`src/rtl/led_pattern_gen.sv`:
```
// led_pattern_gen: prescaled LED pattern generator with four runtime modes
// (binary count, bouncing scanner, PWM breathing, off) for board status LEDs.
// Optional build macro LED_GAMMA_EN squares the breathing duty for a
// perceptually linear fade; without it the duty drives the PWM directly.

module led_pattern_gen #(
    parameter int NUM_LEDS   = 5,
    parameter int PRESC_W    = 24,
    parameter int DIV        = 262144,
    parameter int PWM_W      = 8,
    parameter int ACTIVE_LOW = 0
) (
    input  logic                hwclk,
    input  logic                rst_n,
    input  logic                enable,
    input  logic [1:0]          mode,
    output logic [NUM_LEDS-1:0] led,
    output logic                tick
);

    localparam int POS_W = (NUM_LEDS > 1) ? $clog2(NUM_LEDS) : 1;

    localparam logic [PRESC_W-1:0]  PRESC_LAST = PRESC_W'(DIV - 1);
    localparam logic [POS_W-1:0]    POS_LAST   = POS_W'(NUM_LEDS - 1);
    localparam logic [POS_W-1:0]    POS_TURN   = POS_W'((NUM_LEDS > 1) ? NUM_LEDS - 2 : 0);
    localparam logic [PWM_W-1:0]    DUTY_MAX   = '1;
    localparam logic [NUM_LEDS-1:0] ONE_HOT0   = NUM_LEDS'(1);
    localparam logic                DIR_UP     = 1'b0;
    localparam logic                DIR_DOWN   = 1'b1;

    typedef enum logic [1:0] {
        MODE_BINARY  = 2'd0,
        MODE_SCAN    = 2'd1,
        MODE_BREATHE = 2'd2,
        MODE_OFF     = 2'd3
    } mode_t;

    mode_t               mode_q;
    logic [PRESC_W-1:0]  presc;
    logic [NUM_LEDS-1:0] cnt, cnt_nxt;
    logic [POS_W-1:0]    pos, pos_nxt;
    logic                sdir, sdir_nxt;
    logic [PWM_W-1:0]    duty, duty_nxt;
    logic                bdir, bdir_nxt;
    logic [PWM_W-1:0]    pwm_cnt;
    logic [PWM_W-1:0]    duty_eff;
    logic [NUM_LEDS-1:0] pattern;
    logic                mode_chg;
    logic                strobe;
    logic                step;

    // A mode change restarts the pattern and swallows any strobe that cycle
    assign mode_chg = (mode != mode_q);
    assign strobe   = enable && (presc == PRESC_LAST);
    assign step     = strobe && !mode_chg;

`ifdef LED_GAMMA_EN
    logic [2*PWM_W-1:0] duty_sq;
    assign duty_sq  = {{PWM_W{1'b0}}, duty} * {{PWM_W{1'b0}}, duty};
    assign duty_eff = duty_sq[2*PWM_W-1:PWM_W];
`else
    assign duty_eff = duty;
`endif

    // Prescaler, registered mode and the tick pulse that follows each step
    always_ff @(posedge hwclk or negedge rst_n) begin
        if (!rst_n) begin
            presc  <= '0;
            mode_q <= MODE_BINARY;
            tick   <= 1'b0;
        end else begin
            tick <= step;
            if (mode_chg) begin
                mode_q <= mode_t'(mode);
                presc  <= '0;
            end else if (enable) begin
                presc <= strobe ? '0 : presc + 1'b1;
            end
        end
    end

    // Next step state: restart on mode change, otherwise advance the active mode
    always_comb begin
        cnt_nxt  = cnt;
        pos_nxt  = pos;
        sdir_nxt = sdir;
        duty_nxt = duty;
        bdir_nxt = bdir;
        if (mode_chg) begin
            cnt_nxt  = '0;
            pos_nxt  = '0;
            sdir_nxt = DIR_UP;
            duty_nxt = '0;
            bdir_nxt = DIR_UP;
        end else if (step) begin
            case (mode_q)
                MODE_BINARY: cnt_nxt = cnt + 1'b1;
                MODE_SCAN: begin
                    if (NUM_LEDS > 1) begin
                        if (sdir == DIR_UP && pos == POS_LAST) begin
                            sdir_nxt = DIR_DOWN;
                            pos_nxt  = POS_TURN;
                        end else if (sdir == DIR_DOWN && pos == '0) begin
                            sdir_nxt = DIR_UP;
                            pos_nxt  = POS_W'(1);
                        end else if (sdir == DIR_UP) begin
                            pos_nxt = pos + 1'b1;
                        end else begin
                            pos_nxt = pos - 1'b1;
                        end
                    end
                end
                MODE_BREATHE: begin
                    if (bdir == DIR_UP && duty == DUTY_MAX) begin
                        bdir_nxt = DIR_DOWN;
                        duty_nxt = DUTY_MAX - 1'b1;
                    end else if (bdir == DIR_DOWN && duty == '0) begin
                        bdir_nxt = DIR_UP;
                        duty_nxt = PWM_W'(1);
                    end else if (bdir == DIR_UP) begin
                        duty_nxt = duty + 1'b1;
                    end else begin
                        duty_nxt = duty - 1'b1;
                    end
                end
                default: ;
            endcase
        end
    end

    // Step state register
    always_ff @(posedge hwclk or negedge rst_n) begin
        if (!rst_n) begin
            cnt  <= '0;
            pos  <= '0;
            sdir <= DIR_UP;
            duty <= '0;
            bdir <= DIR_UP;
        end else begin
            cnt  <= cnt_nxt;
            pos  <= pos_nxt;
            sdir <= sdir_nxt;
            duty <= duty_nxt;
            bdir <= bdir_nxt;
        end
    end

    // Free-running PWM counter, kept running while frozen so breathing stays visible
    always_ff @(posedge hwclk or negedge rst_n) begin
        if (!rst_n) begin
            pwm_cnt <= '0;
        end else begin
            pwm_cnt <= pwm_cnt + 1'b1;
        end
    end

    // Lit pattern for the registered mode (1 = lit)
    always_comb begin
        pattern = '0;
        case (mode_q)
            MODE_BINARY:  pattern = cnt;
            MODE_SCAN:    pattern = ONE_HOT0 << pos;
            MODE_BREATHE: pattern = {NUM_LEDS{pwm_cnt < duty_eff}};
            default:      pattern = '0;
        endcase
    end

    // LED output register, inverted for boards that sink LED current
    always_ff @(posedge hwclk or negedge rst_n) begin
        if (!rst_n) begin
            led <= (ACTIVE_LOW != 0) ? '1 : '0;
        end else begin
            led <= (ACTIVE_LOW != 0) ? ~pattern : pattern;
        end
    end

endmodule

```
`config.mk`:
```
export PLATFORM = sky130hd
export DESIGN_NAME = led_pattern_gen
export DESIGN_NICKNAME = d
export VERILOG_FILES = /design/src/rtl/led_pattern_gen.sv
export SDC_FILE = /design/constraint.sdc
export NUM_CORES = 1
export LEC_CHECK = 0
export ABC_AREA = 1
export BUFFER_PORTS_ARGS = -buffer_cell sky130_fd_sc_hd__buf_4
export CORE_MARGIN = 4
export CORE_UTILIZATION = 31
export DETAILED_ROUTE_END_ITERATION = 12
export GPL_ROUTABILITY_DRIVEN = 1
export SKIP_CTS_REPAIR_TIMING = 1
export SYNTH_ARGS = -nofsm -noshare
export SYNTH_HDL_FRONTEND = slang
export SYNTH_SLANG_ARGS = --single-unit
```
`constraint.sdc`:
```
create_clock -name hwclk -period 2 [get_ports hwclk]
set_input_delay 0.2 -clock hwclk [delete_from_list [all_inputs] [get_ports hwclk]]
set_output_delay 0.2 -clock hwclk [all_outputs]
set_load 0.02 [all_outputs]
```
# Yosys cells after proc, flatten, opt, wreduce, memory -nomap -nowiden
# Index checks and enable logic that the tools add are counted.
# word_totals
word_cells,78
register_bits,58
output_inout_bits,6
input_bits,5
# classes
n_eq_ne,6
n_addsub,7
reduce_logical,22
mux,29
bitwise,2
shifts,1
order_cmp,1
# op_table
operator,n
$mux W24,3
$mux W8,6
$add A24 B1 Y24 const B,1
$eq A24 B18 Y1 const B,1
$mux W3,6
$add A8 B1 Y8 const B,2
$mux W5,3
$pmux W5 S3,1
$mux W1,10
$reduce_bool A2 Y1,5
$eq A8 B8 Y1 const B,1
$logic_not A8 Y1,1
$lt A8 B8 Y1,1
$sub A8 B1 Y8 const B,1
$logic_and A1 B1 Y1,6
$reduce_and A2 Y1,3
$reduce_and A3 Y1,2
$reduce_bool A3 Y1,2
$add A5 B1 Y5 const B,1
$shl A1 B3 Y5 const A,1
$add A3 B1 Y3 const B,1
$eq A3 B3 Y1 const B,1
$logic_not A3 Y1,1
$sub A3 B1 Y3 const B,1
other kinds (6),7

# Longest topological paths before layout
# Gate-level depths: netlist of run 1.
# logic_depth
depth_word,7
ltp_mapped,10
mapped_depth_nobuf,10

# Least setup slack after synthesis of run 1
# Ideal clock, no wire load.
# synth_path
kind,flip-flop to flip-flop
startpoint,register presc[0]
endpoint,register cnt[2]
t_arrival_ns,1.398
stages_incl_launch_ff,11
n_path_buf,0
setup_ns,0.118
synth_period_minus_slack_ns,1.516
path_slack_ns,0.484
t_required_ns,1.882
cell_sequence,dfrtp_1 ha_1 nand2_2 nor2_8 nand2_4 nor2_8 nand2_8 nor2_8 nor2_2 nand2_1 nand2_1
# synth_between
elab_chain_cells,5
# synth_lines
element,line_no,rtl
"start, declared",39,logic [PRESC_W-1:0] presc;
"start signal, assigned",77,presc <= strobe ? '0 : presc + 1'b1;
$eq A24 B18 Y1,54,assign strobe = enable && (presc == PRESC_LAST);
$logic_and A1 B1 Y1,54,
$logic_and A1 B1 Y1,55,assign step = strobe && !mode_chg;
$reduce_bool A2 Y1 (no source line),-,
$reduce_and A2 Y1 (no source line),-,
"end signal, assigned",140,cnt <= cnt_nxt;
"end, declared",40,"logic [NUM_LEDS-1:0] cnt, cnt_nxt;"
# Every way passes these cells.
# A chain may end at the register's enable or synchronous reset.

# Worst setup path in the final report of run 1
# layout_path
startpoint,register presc[0]
endpoint,register presc[5]
# layout_between
elab_chain_cells,5
word_cells_on_any_way,6
cone_classes,add/sub: 1; eq/ne: 1; mux: 3; reduce/logical: 1
# layout_lines
element,line_no,rtl
branches (longest 2 deep; another with $add A24 B1 Y24),-,
$mux W24 (*),77,
$mux W24 (*),76,end else if (enable) begin
$mux W24 (*),73,if (mode_chg) begin
# Every way passes the cells marked *. The select of a mux whose other input is x is not followed.

==> summary.md, run 1 <==
| Metric | Value |
|---|---|
| Status | complete, but fails checks |
| Failing checks | hold timing |
| CP arrival | between 1.5 and 2 ns |
| Clock buffer depth | 2 |
| R2R cell count | 10 |
| Area growth, synth to finish | 14.0% |
| Synth Area in XOR/XNOR | 0.0463 |
| Final Skew | 0.00650 ns |
| Synth Area in Compound Gates | 0.0473 |
| Main synth FF type | dfrtp_1 |
| Leading area contributor after synthesis | dfrtp_1 |
| Fill cell total of the finished layout | 1294 |
| Detailed Place HPWL | 6510 um |
| Multiplexer share of the synthesized area | 0.00256 |
| #FFs+latches synth | 58 |
| Synth warn | 0 |
| Gate Count Post-Synth | 529 |
| Avg Inst Size Synth | roughly 7.4 sq um |
| Fin. Hold Viols | 58 |
| Power, Total | between 2 and 3 mW |
| Clock period minus worst slack | 1.73 ns |
| Synth top area share | 0.371 |
| PwrDens | 617 mW/mm^2 |
| Layout cell share with drive strength beyond 1 | 0.102 |
| Vias per cell | 4.77 |
| Ant diodes | 0 |
| Largest net degree at the start of global routing | 59 |
| Syn Std Cell Area | 0.00392 sq mm |
| Remaining DRCs | 0 |
| Clock Sinks | 58 |
| Root Buffer Master | clkbuf_16 |
| Fin Hold WS | -0.0850 ns |
| RSZ-0062 raised after global routing | no |
| Drt pass-1 iters | 5 |
| Worst Max-Slew Pin Slew | ~0.73 ns |
| GRT Residual Overflow | 0 |
| Simple-Gate Fraction of Synth Area | 0.401 |
| GPL Wtd Cong | 0.878 |
| Ports | 11 |
| Max FO, Critical Path | 10 |
| Vias in the first global route | ~3.3k |
| Endpoints failing setup | 0 |
| Largest family of logic cells by synthesized area | simple AND/OR/NAND/NOR gates |
| Routed wire per std cell | 12.2 um |
| CP required | 2.21 ns |
| Register-to-register setup slack | between 0.2 and 0.3 ns |
| Number of enable flip-flop cells after synthesis | 0 |
| Die ar. | 0.0145 sq mm |
| Reg2Reg Launch Point | presc[0] |
| Register area share after synthesis | 0.371 |
| CTS buffer count | 9 |
| Die Width | around 120 um |
| CP Capture Type | register |
| Worst R2R End | presc[5] |
| Core area | 0.0122 sq mm |
| Critical-path cell list | ha_1 -> nand2_2 -> nor2_8 -> nand2_4 -> nor2_8 -> nand2_8 -> nand2_8 -> inv_2 -> o21ai_0 -> nor2_1 |
| Final period util | 0.863 |
| Pins over their slew limit | 0 |
| Count leader, synth | nand2_1 |
| Port bufs | 10 |
| Clock transition at the registers of the reported paths | 0.05 ns |
| H-tree depth | 3 |
| Setup TNS | 0 ns |
| Post-Synth Adder-Cell Area | 0.0614 |
| Worst min path class | input pin to asynchronous set/reset pin |
| Fmax achieved | around 580 MHz |
| Kind of critical path | register to register |
| Vias | 3432 |
| Main area contributors after synthesis | dfrtp_1 (37%), nand2_1 (16%), nand3_1 (6.4%), nor2_1 (5.8%), inv_1 (5.4%) |
| FF+latch area | 0.00145 sq mm |
| Slew headroom | 0.514 |
| Initial core utilization | 0.321 |
| Final #Nets | 569 |
| Cell variety after synth | 40 |
| Crit path launch type | register |
| First-pass GRT wire length | 15600 um |
| Critical path's slowest cell | dfrtp_1 |
| Post-Syn Nets | ~550 |
| Row count | 40 |
| Die height | 120 um |
| Max cap viols | 0 |
| Routed WL | 8740 um |
| Post-DRT Antenna Nets | 0 |
| Multi-input logic area | 0.00219 sq mm |
| Peak supply drop | 0.597 mV |
| FFs w/ async S/R, synth | 1.00 |
| CTS tree | yes |
| Biggest cell delay along the critical path | 0.40 ns |
| Initial antenna violation count | 0 |
| DR iter-0 viols | around 190 |
| Clk_lat worst skew | 0.33 ns |
| Leak | between 2 and 2.5 nW |
| Commonest cells post-synth | nand2_1 (164), nor2_1 (61), dfrtp_1 (58) |
| Gr usage total | 0.133 |
[sequential cells by signal, summed over array words and instances, names as in the netlist, 2 cells and up]
| name | cells |
|---|---|
| cnt | 5 |
| mode_q | 2 |
| pwm_cnt | 8 |
| led | 5 |
| pos | 3 |
| duty | 8 |
| presc | 24 |
[metrics by stage]
stage               hold slack, ns   util  std cells  cell area [sq um]  setup WS (ns)
floorplan                  -0.0956      -        529               3920          0.484
global placement             0.315  0.341        701               4170          0.323
detailed placement           0.318  0.341        701               4170          0.295
CTS                        -0.0371  0.364        717               4440          0.271
global route               0.00998  0.365        719               4460         0.0628
finish                     -0.0850  0.365        719               4460          0.274
[worst max-delay path: cells and delay by family, from the launching register on]
kind / cells / cell delay [ns]
and+or+nand+nor: 7 / 0.81
AOI/OAI and AO/OA: 1 / 0.08
buffers and inverters: 1 / 0.08
adders and majority gates: 1 / 0.23
DFF: 1 / 0.40
[power breakdown]
part | leakage (nW) | internal (mW) | switching [mW] | total [mW]
clock | 0.131 | 0.863 | 0.539 | 1.40
combinational | 1.32 | 0.0421 | 0.124 | 0.166
sequential | 0.790 | 1.18 | 0.00557 | 1.19
[per-layer routing]
metal / GRT usage / vias to the layer above / wire (um)
met5: 0 / - / 0
met4: 0.0715 / 0 / 277
met3: 0.0253 / 25 / 400
met2: 0.212 / 74 / 4060
met1: 0.170 / 1602 / 4000
li1: - / 1731 / -
[layout by cell type, fill, tap and decap left out, types with 2 or more instances in the layout]
master / count
nand2_1: 164
nor4_1: 3
nor2_8: 3
nor2_4: 6
clkinvlp_4: 2
clkbuf_16: 9
fa_1: 2
xnor2_2: 2
o21ai_1: 2
nand2_2: 3
dfrtp_1: 58
dlygate4sd3_1: 2
xnor2_1: 4
nand3_1: 50
nor3_1: 7
a21oi_1: 15
nand3b_1: 5
ha_1: 16
clkinv_2: 3
inv_1: 56
o21ai_0: 14
nand2_4: 4
inv_2: 3
buf_4: 12
xor2_1: 13
nor2_2: 2
nor2_1: 61
nand2_8: 2
nand4_1: 14
[cell families after synthesis]
family | Yosys count
adder cells (fa/ha/maj) | 18
buffers and inverters | 68
XOR/XNOR | 19
multiplexers | 1
AO/OA/AOI/OAI | 35
flip-flops | 58
AND/OR/NAND/NOR | 330
[area by class of cell]
class                   count  area share
clock buffers              11      0.0544
clock inverters             5     0.00673
inverters                  60      0.0516
multi-input cells         403       0.490
flip-flops and latches     58       0.325
well taps                 168      0.0471
repair buffers             14      0.0247
[how the worst max path moves through the flow]
stage                  start       end  slack, ns  depth (start not counted)
floorplan           presc[0]    cnt[2]       0.48                         10
CTS                 presc[0]  presc[5]       0.27                         10
global placement        bdir   duty[5]       0.32                         10
detailed placement      bdir   duty[5]       0.29                         10
global route            bdir   duty[5]       0.06                         10
finish              presc[0]  presc[5]       0.27                         10
No activity file was read; power rests on OpenSTA's default activity.
==> inputs of run 2 (changes only) <==
Settings changed: CORE_UTILIZATION 31 to 60, PLACE_DENSITY set to 0.77.
==> summary.md, run 2 (synthesis results as in run 1) <==
| Metric | Value |
|---|---|
| Status | complete, no violations |
| DR iter-0 viols | 248 (+30%) |
| Clock buffer depth | 2 (unchanged) |
| Commonest non-fill, non-tap cell in the layout | nand2_1 |
| Met3 global-route usage | 0.0521 (+0.0269) |
| Final Non-Filler Cells | 628 (-13%) |
| Clk_lat worst skew | 0.34 ns (about the same) |
| Top Usage Layer GRT | met2 |
| Routed WL | 8260 um (-5.5%) |
| Pins over their slew limit | 0 (unchanged) |
| Final #Nets | 570 (+0.18%) |
| Largest net degree at the start of global routing | 59 (unchanged) |
| Gr usage total | 0.232 (+0.0989) |
| Endpoints failing setup | 0 (unchanged) |
| CP arrival | 1.94 ns (about the same) |
| M1 GR Usage | 0.316 (+0.146) |
| Multi-input logic area | 0.00219 sq mm (unchanged) |
| Ports | 11 (unchanged) |
| Slew headroom | 0.499 (-0.0147) |
| GPL Wtd Cong | 0.896 (+2.1%) |
| Max FO, Critical Path | 10 (unchanged) |
| Commonest cells after routing, fill and taps aside | nand2_1 (164), nor2_1 (61), dfrtp_1 (58) |
| Vias per cell | 5.48 (+15%) |
| CTS tree | yes |
| Largest register FFs | 24 (unchanged) |
| Setup TNS | 0 ns (unchanged) |
| PwrDens | 592 mW/mm^2 (-4.0%) |
| Fmax achieved | 581 MHz (+0.39%) |
| Row count | 29 (-28%) |
| Crit path launch type | register |
| Final period util | 0.860 (-0.00332) |
| CP required | 2.22 ns (about the same) |
| Peak supply drop | 0.588 mV (-1.5%) |
| Port bufs | 10 (unchanged) |
| Worst min path class | input pin to register |
| Top flop regs | presc x24, duty x8, pwm_cnt x8 |
| GRT Residual Overflow | 0 (unchanged) |
| Max cap viols | 0 (unchanged) |
| Kind of critical path | register to register |
| Area growth, synth to finish | 9.91% |
| Clock transition at the registers of the reported paths | 0.07 ns (+0.02 ns) |
| Global routing met2 resource utilization | 0.360 (+0.148) |
| Worst Max-Slew Pin Slew | 0.752 ns (+0.0221 ns) |
| RSZ-0062 raised after global routing | no |
| Leak | 2.23 nW (-0.67%) |
| Detailed Place HPWL | 6020 um (-7.6%) |
| Post-Place Cells | 610 (-13%) |
| Post-Route Utilization | 0.678 (+0.312) |
| Post-DRT Antenna Nets | 0 (unchanged) |
| Remaining DRCs | 0 (unchanged) |
| First-pass GRT wire length | 14300 um (-8.5%) |
| Die height | 88.8 um (-26%) |
| Fill cell total of the finished layout | 532 (-59%) |
| CTS buffer count | 9 (unchanged) |
| H-tree depth | 3 (unchanged) |
| Die Width | 88.8 um (-26%) |
| Clock Sinks | 58 (unchanged) |
| Initial antenna violation count | 0 (unchanged) |
| Core area | 0.00635 sq mm (-48%) |
| Clock period minus worst slack | 1.72 ns (-0.00665 ns) |
| Vias | 3442 (+0.29%) |
| Drt pass-1 iters | 5 (unchanged) |
| CP Capture Type | register |
| Die ar. | 0.00788 sq mm (-46%) |
| Vias in the first global route | 3203 (-4.3%) |
| Root Buffer Master | clkbuf_8 |
| Layout cell share with drive strength beyond 1 | 0.102 (unchanged) |
| Routed wire per std cell | 13.2 um (+8.2%) |
| Final Skew | 0.00917 ns (+0.00266 ns) |
| Initial core utilization | 0.617 (+0.296) |
| FF+latch area | 0.00145 sq mm (unchanged) |
| Ant diodes | 0 (unchanged) |
| Biggest register | presc |
| Fin. Hold Viols | 0 (-100%) |
run 2: changes by cell type in the layout (fill, tap and decap cells not counted):
| cell | delta |
|---|---|
| dlygate4sd3_1 | +1 |
| bufinv_16 | +2 |
| clkinvlp_4 | -2 |
| clkinv_4 | +1 |
| clkbuf_8 | +9 |
| clkbuf_16 | -9 |
| clkinv_2 | -1 |
| clkbuf_1 | -1 |
run 2: metal layers:
metal  routed length [um]  vias up  share of wire
met5                    0        -              0
met2                 3780       91           0.46
li1                     -     1740              -
met1                 3880     1588           0.47
met3                  419       23          0.051
met4                  179        0          0.022
run 2: where the power goes:
group	internal, mW	switching (mW)	total [mW]
combinational	0.0434	0.124	0.168
clock	0.726	0.472	1.20
sequential	1.18	0.00574	1.18
total	1.95	0.602	2.55
run 2: final cells by class:
type | count | share of cell area
Clock buffer | 10 | 0.0320
Tap cell | 77 | 0.0224
Inverter | 60 | 0.0535
Multi-Input combinational cell | 403 | 0.509
Timing Repair Buffer | 15 | 0.0279
Sequential cell | 58 | 0.337
Clock inverter | 5 | 0.0183
run 2: metrics by stage:
step | power (mW) | hold slack [ns] | setup WS, ns | area (sq um)
6_report | 2.55 | 0.216 | 0.280 | 4300
5_1_grt | 2.65 | 0.217 | 0.127 | 4300
4_1_cts | 2.57 | -0.0481 | 0.292 | 4270
3_5_place_dp | 1.37 | 0.324 | 0.305 | 4060
3_3_place_gp | 1.37 | 0.320 | 0.329 | 4060
2_1_floorplan | 1.32 | -0.0956 | 0.484 | 3920
run 2: critical path, cell delays in order, from the launching register on:
cell and delay, ns:
dfrtp_1 0.57, ha_1 0.36, nand2_1 0.12, inv_1 0.04, a21oi_1 0.19, nand2_1 0.08
nand2_1 0.06, nand2_1 0.06, nand2_1 0.06, nand3_1 0.07
run 2: final timing paths:
path | from | slack [ns] | cells after the start | to
max reg2reg | bdir | 0.28 | 9 | duty[7]
min in group asynchronous | rst_n | 0.45 | 2 | presc[10]
max in group asynchronous | rst_n | 1.02 | 2 | duty[4]
min | enable | 0.22 | 3 | presc[7]
max | bdir | 0.28 | 9 | duty[7]
min reg2reg | pwm_cnt[0] | 0.47 | 1 | pwm_cnt[0]
